[src/rtl/stream_settings_bank.sv]
// stream_settings_bank
//   Control-register page between the AXI-Lite set/get strobes and the
//   S2H/H2S stream engines. It holds the AXI sideband values, per-stream
//   enables, sticky write-1-to-clear completion status with an interrupt
//   mask, and a stretched, retriggerable soft reset.
//
// Ports
//   clk, rst_n                clock, synchronous active-low reset
//   set_stb/set_addr/set_data one-cycle write strobe, byte address, data
//   get_stb/get_addr          read strobe and byte address
//   get_data/get_ack          registered read data and one-cycle acknowledge
//   s2h_done/h2s_done         per-stream completion pulses
//   soft_reset                registered soft reset to the stream engines
//   aruser/arcache/awuser/awcache  AXI sideband values
//   s2h_en/h2s_en             per-stream enables
//   irq                       registered level interrupt
//
// Index map: 0 sig/soft-reset, 1-4 sideband, 5 NS, 6 NH, 7 EN,
// 8 STATUS (W1C), 9 MASK, 10 soft-reset busy.
module stream_settings_bank #(
    parameter int                     C_DATAWIDTH         = 32,
    parameter int                     C_ADDRWIDTH         = 32,
    parameter int                     C_PAGEWIDTH         = 12,
    parameter int                     C_S2H_NUM_STREAMS   = 2,
    parameter int                     C_H2S_NUM_STREAMS   = 2,
    parameter int                     C_SOFT_RESET_CYCLES = 16,
    parameter logic [C_DATAWIDTH-1:0] C_SIGNATURE         = 32'hace0ba54
) (
    input  logic                         clk,
    input  logic                         rst_n,
    input  logic [C_DATAWIDTH-1:0]       set_data,
    input  logic                         set_stb,
    input  logic [C_ADDRWIDTH-1:0]       set_addr,
    input  logic                         get_stb,
    input  logic [C_ADDRWIDTH-1:0]       get_addr,
    output logic [C_DATAWIDTH-1:0]       get_data,
    output logic                         get_ack,
    input  logic [C_S2H_NUM_STREAMS-1:0] s2h_done,
    input  logic [C_H2S_NUM_STREAMS-1:0] h2s_done,
    output logic                         soft_reset,
    output logic [C_DATAWIDTH-1:0]       aruser,
    output logic [C_DATAWIDTH-1:0]       arcache,
    output logic [C_DATAWIDTH-1:0]       awuser,
    output logic [C_DATAWIDTH-1:0]       awcache,
    output logic [C_S2H_NUM_STREAMS-1:0] s2h_en,
    output logic [C_H2S_NUM_STREAMS-1:0] h2s_en,
    output logic                         irq
);

    localparam int NS = C_S2H_NUM_STREAMS;
    localparam int NB = C_S2H_NUM_STREAMS + C_H2S_NUM_STREAMS;
    localparam int IW = C_PAGEWIDTH - 2;
    localparam int CW = $clog2(C_SOFT_RESET_CYCLES + 1);

    logic [C_DATAWIDTH-1:0] r_aruser, r_arcache, r_awuser, r_awcache;
    logic [C_DATAWIDTH-1:0] r_get_data;
    logic                   r_get_ack;
    logic [NB-1:0]          r_en, r_status, r_mask;
    logic [CW-1:0]          r_cnt;
    logic                   r_soft_reset;
    logic                   r_irq;

    logic [IW-1:0]          w_set_idx, w_get_idx;
    logic                   w_wr_reset;
    logic                   w_busy;
    logic [CW-1:0]          w_cnt_next;
    logic [NB-1:0]          w_done, w_clr, w_en_next, w_status_next;
    logic [C_DATAWIDTH-1:0] w_rdata;
    logic                   w_unused_addr;

    assign w_set_idx = set_addr[C_PAGEWIDTH-1:2];
    assign w_get_idx = get_addr[C_PAGEWIDTH-1:2];

    // Address bits outside the page index do not take part in decode.
    assign w_unused_addr = ^{set_addr[C_ADDRWIDTH-1:C_PAGEWIDTH], set_addr[1:0],
                             get_addr[C_ADDRWIDTH-1:C_PAGEWIDTH], get_addr[1:0]};

    assign w_wr_reset = set_stb && (w_set_idx == IW'(0));
    assign w_cnt_next = w_wr_reset        ? CW'(C_SOFT_RESET_CYCLES) :
                        (r_cnt != '0)     ? r_cnt - CW'(1) : '0;

    // Blanking covers the write edge that starts the pulse as well as the
    // cycles in which soft_reset is already high.
    assign w_busy = r_soft_reset || w_wr_reset;

    assign w_done = {h2s_done, s2h_done};
    assign w_clr  = (set_stb && (w_set_idx == IW'(8))) ? set_data[NB-1:0] : '0;

    // A done pulse on the same edge as a W1C of that bit keeps the bit set.
    assign w_status_next = w_busy ? '0 : ((r_status & ~w_clr) | w_done);
    assign w_en_next     = w_busy ? '0 :
                           (set_stb && (w_set_idx == IW'(7))) ? set_data[NB-1:0] : r_en;

    always_comb begin
        w_rdata = C_DATAWIDTH'(32'h01234567);
        case (w_get_idx)
            IW'(0):  w_rdata = C_SIGNATURE;
            IW'(1):  w_rdata = r_aruser;
            IW'(2):  w_rdata = r_arcache;
            IW'(3):  w_rdata = r_awuser;
            IW'(4):  w_rdata = r_awcache;
            IW'(5):  w_rdata = C_DATAWIDTH'(C_S2H_NUM_STREAMS);
            IW'(6):  w_rdata = C_DATAWIDTH'(C_H2S_NUM_STREAMS);
            IW'(7):  w_rdata = C_DATAWIDTH'(r_en);
            IW'(8):  w_rdata = C_DATAWIDTH'(r_status);
            IW'(9):  w_rdata = C_DATAWIDTH'(r_mask);
            IW'(10): w_rdata = C_DATAWIDTH'(r_soft_reset);
            default: ;
        endcase
    end

    always_ff @(posedge clk) begin
        if (!rst_n) begin
            r_aruser     <= '0;
            r_arcache    <= '0;
            r_awuser     <= '0;
            r_awcache    <= '0;
            r_en         <= '0;
            r_status     <= '0;
            r_mask       <= '0;
            r_cnt        <= '0;
            r_soft_reset <= 1'b0;
            r_irq        <= 1'b0;
            r_get_ack    <= 1'b0;
            r_get_data   <= '0;
        end else begin
            r_get_ack <= get_stb;
            if (get_stb) r_get_data <= w_rdata;

            if (set_stb) begin
                case (w_set_idx)
                    IW'(1):  r_aruser  <= set_data;
                    IW'(2):  r_arcache <= set_data;
                    IW'(3):  r_awuser  <= set_data;
                    IW'(4):  r_awcache <= set_data;
                    IW'(9):  r_mask    <= set_data[NB-1:0];
                    default: ;
                endcase
            end

            r_en         <= w_en_next;
            r_status     <= w_status_next;
            r_cnt        <= w_cnt_next;
            r_soft_reset <= (w_cnt_next != '0);
            r_irq        <= |(r_status & r_mask);
        end
    end

    assign get_data   = r_get_data;
    assign get_ack    = r_get_ack;
    assign soft_reset = r_soft_reset;
    assign irq        = r_irq;
    assign aruser     = r_aruser;
    assign arcache    = r_arcache;
    assign awuser     = r_awuser;
    assign awcache    = r_awcache;
    assign s2h_en     = r_en[NS-1:0];
    assign h2s_en     = r_en[NB-1:NS];

endmodule

[config.mk]
export PLATFORM = sky130hd
export DESIGN_NAME = stream_settings_bank
export DESIGN_NICKNAME = d
export VERILOG_FILES = /design/src/rtl/stream_settings_bank.sv
export SDC_FILE = /design/constraint.sdc
export NUM_CORES = 1
export LEC_CHECK = 0
export BUFFER_PORTS_ARGS = -buffer_cell sky130_fd_sc_hd__buf_2
export CAP_MARGIN = 20
export CORE_AREA = 2 2 136 138
export CTS_CLUSTER_DIAMETER = 120
export DETAILED_ROUTE_END_ITERATION = 8
export DIE_AREA = 0 0 138 140
export GPL_TIMING_DRIVEN = 0
export PLACE_DENSITY_LB_ADDON = 0.3
export SETUP_SLACK_MARGIN = 0.1
export SYNTH_ARGS = -nofsm -noshare
export SYNTH_HDL_FRONTEND = slang
export SYNTH_SLANG_ARGS = --single-unit
[constraint.sdc]
create_clock -name clk -period 1.7 [get_ports clk]
set_input_delay 0 -clock clk [delete_from_list [all_inputs] [get_ports clk]]
set_output_delay 0 -clock clk [all_outputs]
set_load 0.02 [all_outputs]
After elaboration in Yosys (flattened, before gate mapping)
Index checks and enable logic that the tools add are counted.

operators by class
  $add $sub $neg = 1
  $mul = 0
  div/mod/pow operators = 0
  order comparisons = 0
  eq/ne operators = 17
  shift-type cells = 0
  mux-type cells = 4
  bitwise gates (word level) = 5
  reductions and logical operators = 16

operators with widths
  cell                                                                number
  32-bit one-hot mux with 10 select lines                             1
  10-bit by 3-bit == test with 1-bit output, second input constant    6
  10-bit by 4-bit == test with 1-bit output, second input constant    5
  10-bit by 2-bit == test with 1-bit output, second input constant    4
  10-bit by 1-bit == test with 1-bit output, second input constant    2
  10-bit zero test                                                    2
  5-bit 2-to-1 mux                                                    2
  2-bit AND reduction                                                 5
  5-bit nonzero test                                                  2
  4-bit bitwise AND                                                   2
  5-bit by 1-bit subtractor with 5-bit output, second input constant  1
  4-bit 2-to-1 mux                                                    1
  4-bit inverter                                                      1
  4-bit bitwise OR                                                    1
  2-bit OR reduction                                                  2
  4-bit OR reduction                                                  1
  1-bit logical AND                                                   3
  1-bit logical OR                                                    1
  1-bit inverter                                                      1

word-level totals
  register bits after elaboration = 180
  bits in latches = 0
  bits in writable memories = 0
  memory bits (read-only) = 0
  logic and storage cells = 55
  memories kept = 0

Depth between registers and ports, before layout
  word-level depth = 6
  mapped depth = 7

Worst setup path after synthesis
No wires, ideal clock.

  path kind = input to register
  start point = input set_addr[7]
  end point = register r_arcache[3] (netlist: arcache[3])
  setup time = 0.132 ns
  arrival = 1.425 ns
  data required time = 1.568 ns
  slack = 0.143 ns
  stages on the path = 7
  path buffers = 3
  cells stage by stage = or4_4 or3_1 buf_2 buf_6 buf_6 o21ai_1 a21oi_1

between the ends
  longest elaborated chain between the ends = 2

ends and longest elaborated chain
  element                                    RTL line  source
  start, declared                            33        input logic [C_ADDRWIDTH-1:0] set_addr,
  10-bit by 2-bit == test with 1-bit output  131       case (w_set_idx)
  2-bit AND reduction (no source line)       n/a
  end signal, assigned                       133       IW'(2): r_arcache <= set_data;
  end, declared                              55        logic [C_DATAWIDTH-1:0] r_aruser, r_arcache, r_awuser, r_awcache;

Every way passes these cells.
A chain may end at the register's enable or synchronous reset.

Worst setup path in the final report
  start point = input get_addr[4]
  end point = register r_get_data[17] (netlist: get_data[17])

between the ends
  longest elaborated chain between the ends = 3

ends and longest elaborated chain
  element                                    RTL line  source
  start, declared                            35        input logic [C_ADDRWIDTH-1:0] get_addr,
  10-bit by 3-bit == test with 1-bit output  96        case (w_get_idx)
  2-bit OR reduction (no source line)        n/a
  32-bit one-hot mux with 10 select lines *  96
  end signal, assigned                       128       if (get_stb) r_get_data <= w_rdata;
  end, declared                              56        logic [C_DATAWIDTH-1:0] r_get_data;

Mark *: on every way between the ends. The rest lies on a longest branch, timed or not.

==> impl_metrics.toml <==
[synth]
synth_cell_types = 50
yosysSeqAreaShare_pct = 45.7
yosysWarnings = 0
synth_edf_count = 0
ys_seq_elements = 180
avgSynthCellArea_um2 = 8.25
synthArstFlopShare_pct = 0
synth_ff_type = "dfxtp_1"
syn_nets = 1060
netlist_area_mm2 = 0.00788
syn_inst = 955

[global_routing]
overflow = 0
grt_util_all_layers_pct = 35.1
grt_pass1_vias = 8915
grt_pass1_wl_um = 52200
antenna_found_initial = 0
grt_max_degree = 17

[floorplanning]
num_io_pins = 271
start_util_pct = 44.3
die_w_um = 138
core.rowCount = 49
die_area_mm2 = 0.0193
core_area_mm2 = 0.0178
die_h_um = 140

[placement]
place.gp.congestion = 0.993
io_buffers = 225
dpl.hpwl_um = 23900
dpl.cell_count = 1409
dpl_cell_area_mm2 = 0.00930

[min_path]
hold_depth = 5
hold_path.startpoint = "get_addr[6]"
min_path_type = "input pin to flop"
worstHoldEndpoint = "get_data[0]"

[critical_path]
slowest_stage = "nor4b_4"
critical_path_class = "input pin to flop"
cp-end-kind = "flop"
r2r_start = "r_cnt[0]"
rr_endpoint = "r_cnt[3]"
crit_top_cell = "buf_2"
reg2reg_depth = 6
crit_start = "get_addr[4]"
path_cells = "buf_2, buf_2, nor4b_4, and3_1, buf_2, clkbuf_4, a22oi_1, a31oi_1"
slowest_delay_ns = 0.43
cp-start-kind = "input pin"
reg2reg_slack_ns = 0.35
cp.arrival_ns = 1.96
cp_data_required_time_ns = 2.07
crit_fanout = 10

[drt]
num_vias = 9338
initialDrtViolationCount = 1387
avgViaCountPerCell = 6.31
firstDrtPassIters = 7
routedWlPerCell_um = 23.8
post-route-drc-count = 0
routed_wl_um = 35300
final_antenna_net_count = 0

[sta]
hold_viol = 0
max_slew.worst_pin.slew_ns = 0.955
clock.fmax_ghz = 0.628
period_share_pct = 93.6
setup_viol = 0
hold-worst-slack_ns = 0.0976
fin_crit_ns = 1.59
grt_setup_unrepaired = "yes"
fin_skew_ns = 0.0101
drv_slew = 0
slew_headroom_pct = 35.8

[finish]
final_area_mm2 = 0.0104
drive_above_1_share_pct = 25.3
final_cells = 1481
final_nets = 1345
area_growth_pct = 32.5
diodes = 0

[pwr]
peakVddDrop_mv = 0.843
power_density_mw_per_mm2 = 938
p_leak_nw = 4.19
p_total_w = 0.00979

[run]
drv_cap = 0

[clock_network]
clock_sinks = 180
clockBufferDepth = 2
htree_levels = 4
insertion_delay_ns = 0.45
clk_pin_slew_worst_paths_ns = 0.07
cts_root_buf = "clkbuf_16"
numCtsBuffers = 17
cts_tree = "built"

[outcome]
status = "complete, no violations"
## critical path: cells and delay by family
| kind | cells | cell delay (ns) |
|---|---|---|
| AOI/OAI and AO/OA | 2 | 0.34 |
| buffers and inverters | 4 | 0.96 |
| and+or+nand+nor | 2 | 0.64 |
## Yosys cell counts (all sizes together), types with 2 or more instances
cell     instances  area share, %
and2             6           0.48
or4              2           0.24
nor2b           12           0.95
inv             28            1.3
nor4             3           0.24
clkbuf          78            3.7
o21ai          161             10
a211o            3           0.33
or3              2           0.16
nor4b            2           0.38
buf             18            1.4
nand2           20           0.95
o2bb2ai          8           0.89
or2              2           0.16
a22o            11            1.2
a21oi          145            9.2
dfxtp          180             46
mux2            17            2.4
nor2            16           0.76
nand2b           2           0.16
nand3          137            8.7
nor3             5           0.46
a22oi           33            3.1
a31oi           12           0.95
o22ai            6           0.48
and3             3           0.24
mux2i           13            1.7
a221oi          10            1.1
a21o             5           0.48
## worst max-delay path by stage
stage	to	slack, ns	cells after the start
2_1_floorplan	arcache[3]	0.14	7
3_3_place_gp	get_data[26]	-0.74	6
3_5_place_dp	get_data[29]	-0.63	6
4_1_cts	arcache[1]	0.11	7
5_1_grt	arcache[9]	0.09	7
6_report	get_data[17]	0.11	8
## repair_timing
item	CTS	global route
endpoints found under the hold margin	146	0
hold buffers	40	0
pin swaps	0	1
setup buffers	0	1
resized for setup	4	33
endpoints found under the setup margin	18	89
gates cloned	0	0
## layout by cell type, fill, tap and decap left out, drive strengths merged, types with 16 or more instances in the layout
cell type,netlist,routed
o21ai,161,161
buf,18,241
a22oi,33,33
mux2,17,17
dfxtp,180,180
dlygate4sd3,0,40
nand2,20,20
inv,28,29
a21oi,145,145
nor2,16,16
nand3,137,137
clkbuf,78,103
## sequential cells by signal, indices dropped and copies added (netlist names)
name / count
r_cnt: 5
soft_reset: 1
r_en: 4
r_status: 4
arcache: 32
r_mask: 4
awcache: 32
irq: 1
awuser: 32
get_data: 32
get_ack: 1
aruser: 32
## cell families (layout without fill, tap and decap cells)
| kind of cell | after synthesis | in the layout | share of synthesized area, % |
|---|---|---|---|
| AO/OA/AOI/OAI | 402 | 402 | 29.0 |
| XOR/XNOR | 1 | 1 | 0.111 |
| adder cells (fa/ha/maj) | 1 | 1 | 0.159 |
| buffers and inverters | 124 | 421 | 6.48 |
| flip-flops | 180 | 180 | 45.7 |
| multiplexers | 30 | 30 | 4.08 |
| AND/OR/NAND/NOR | 217 | 217 | 14.5 |
## layer usage
metal	global-route usage, %	up-vias	part of all wire [%]
li1	-	4066	-
met1	44.6	4324	38
met2	53.8	792	44
met3	10.7	156	14
met4	18.6	0	5.0
met5	0	-	0
## through the flow
stage | worst slack (ns) | util, % | TNS, ns
detailed placement | -0.626 | 52.3 | -42.11
global route | 0.0924 | 58.7 | 0
global placement | -0.739 | 52.3 | -43.84
CTS | 0.109 | 58.3 | 0
finish | 0.108 | 58.7 | 0
floorplan | 0.143 | - | 0
## cell type report
class	count	area, um^2
buffer	96	433
clock buffer	22	474
clock inverter	9	174
fill	1665	7340
inverter	28	105
multi-input combinational	651	3810
sequential	180	3600
tap	229	287
timing repair buffer	266	1550
## power by group
part	internal (W)	switching, W
combinational	0.000331	0.000642
sequential	0.00430	0.0000759
clock	0.00272	0.00172
(Power assumes the default switching activity.)
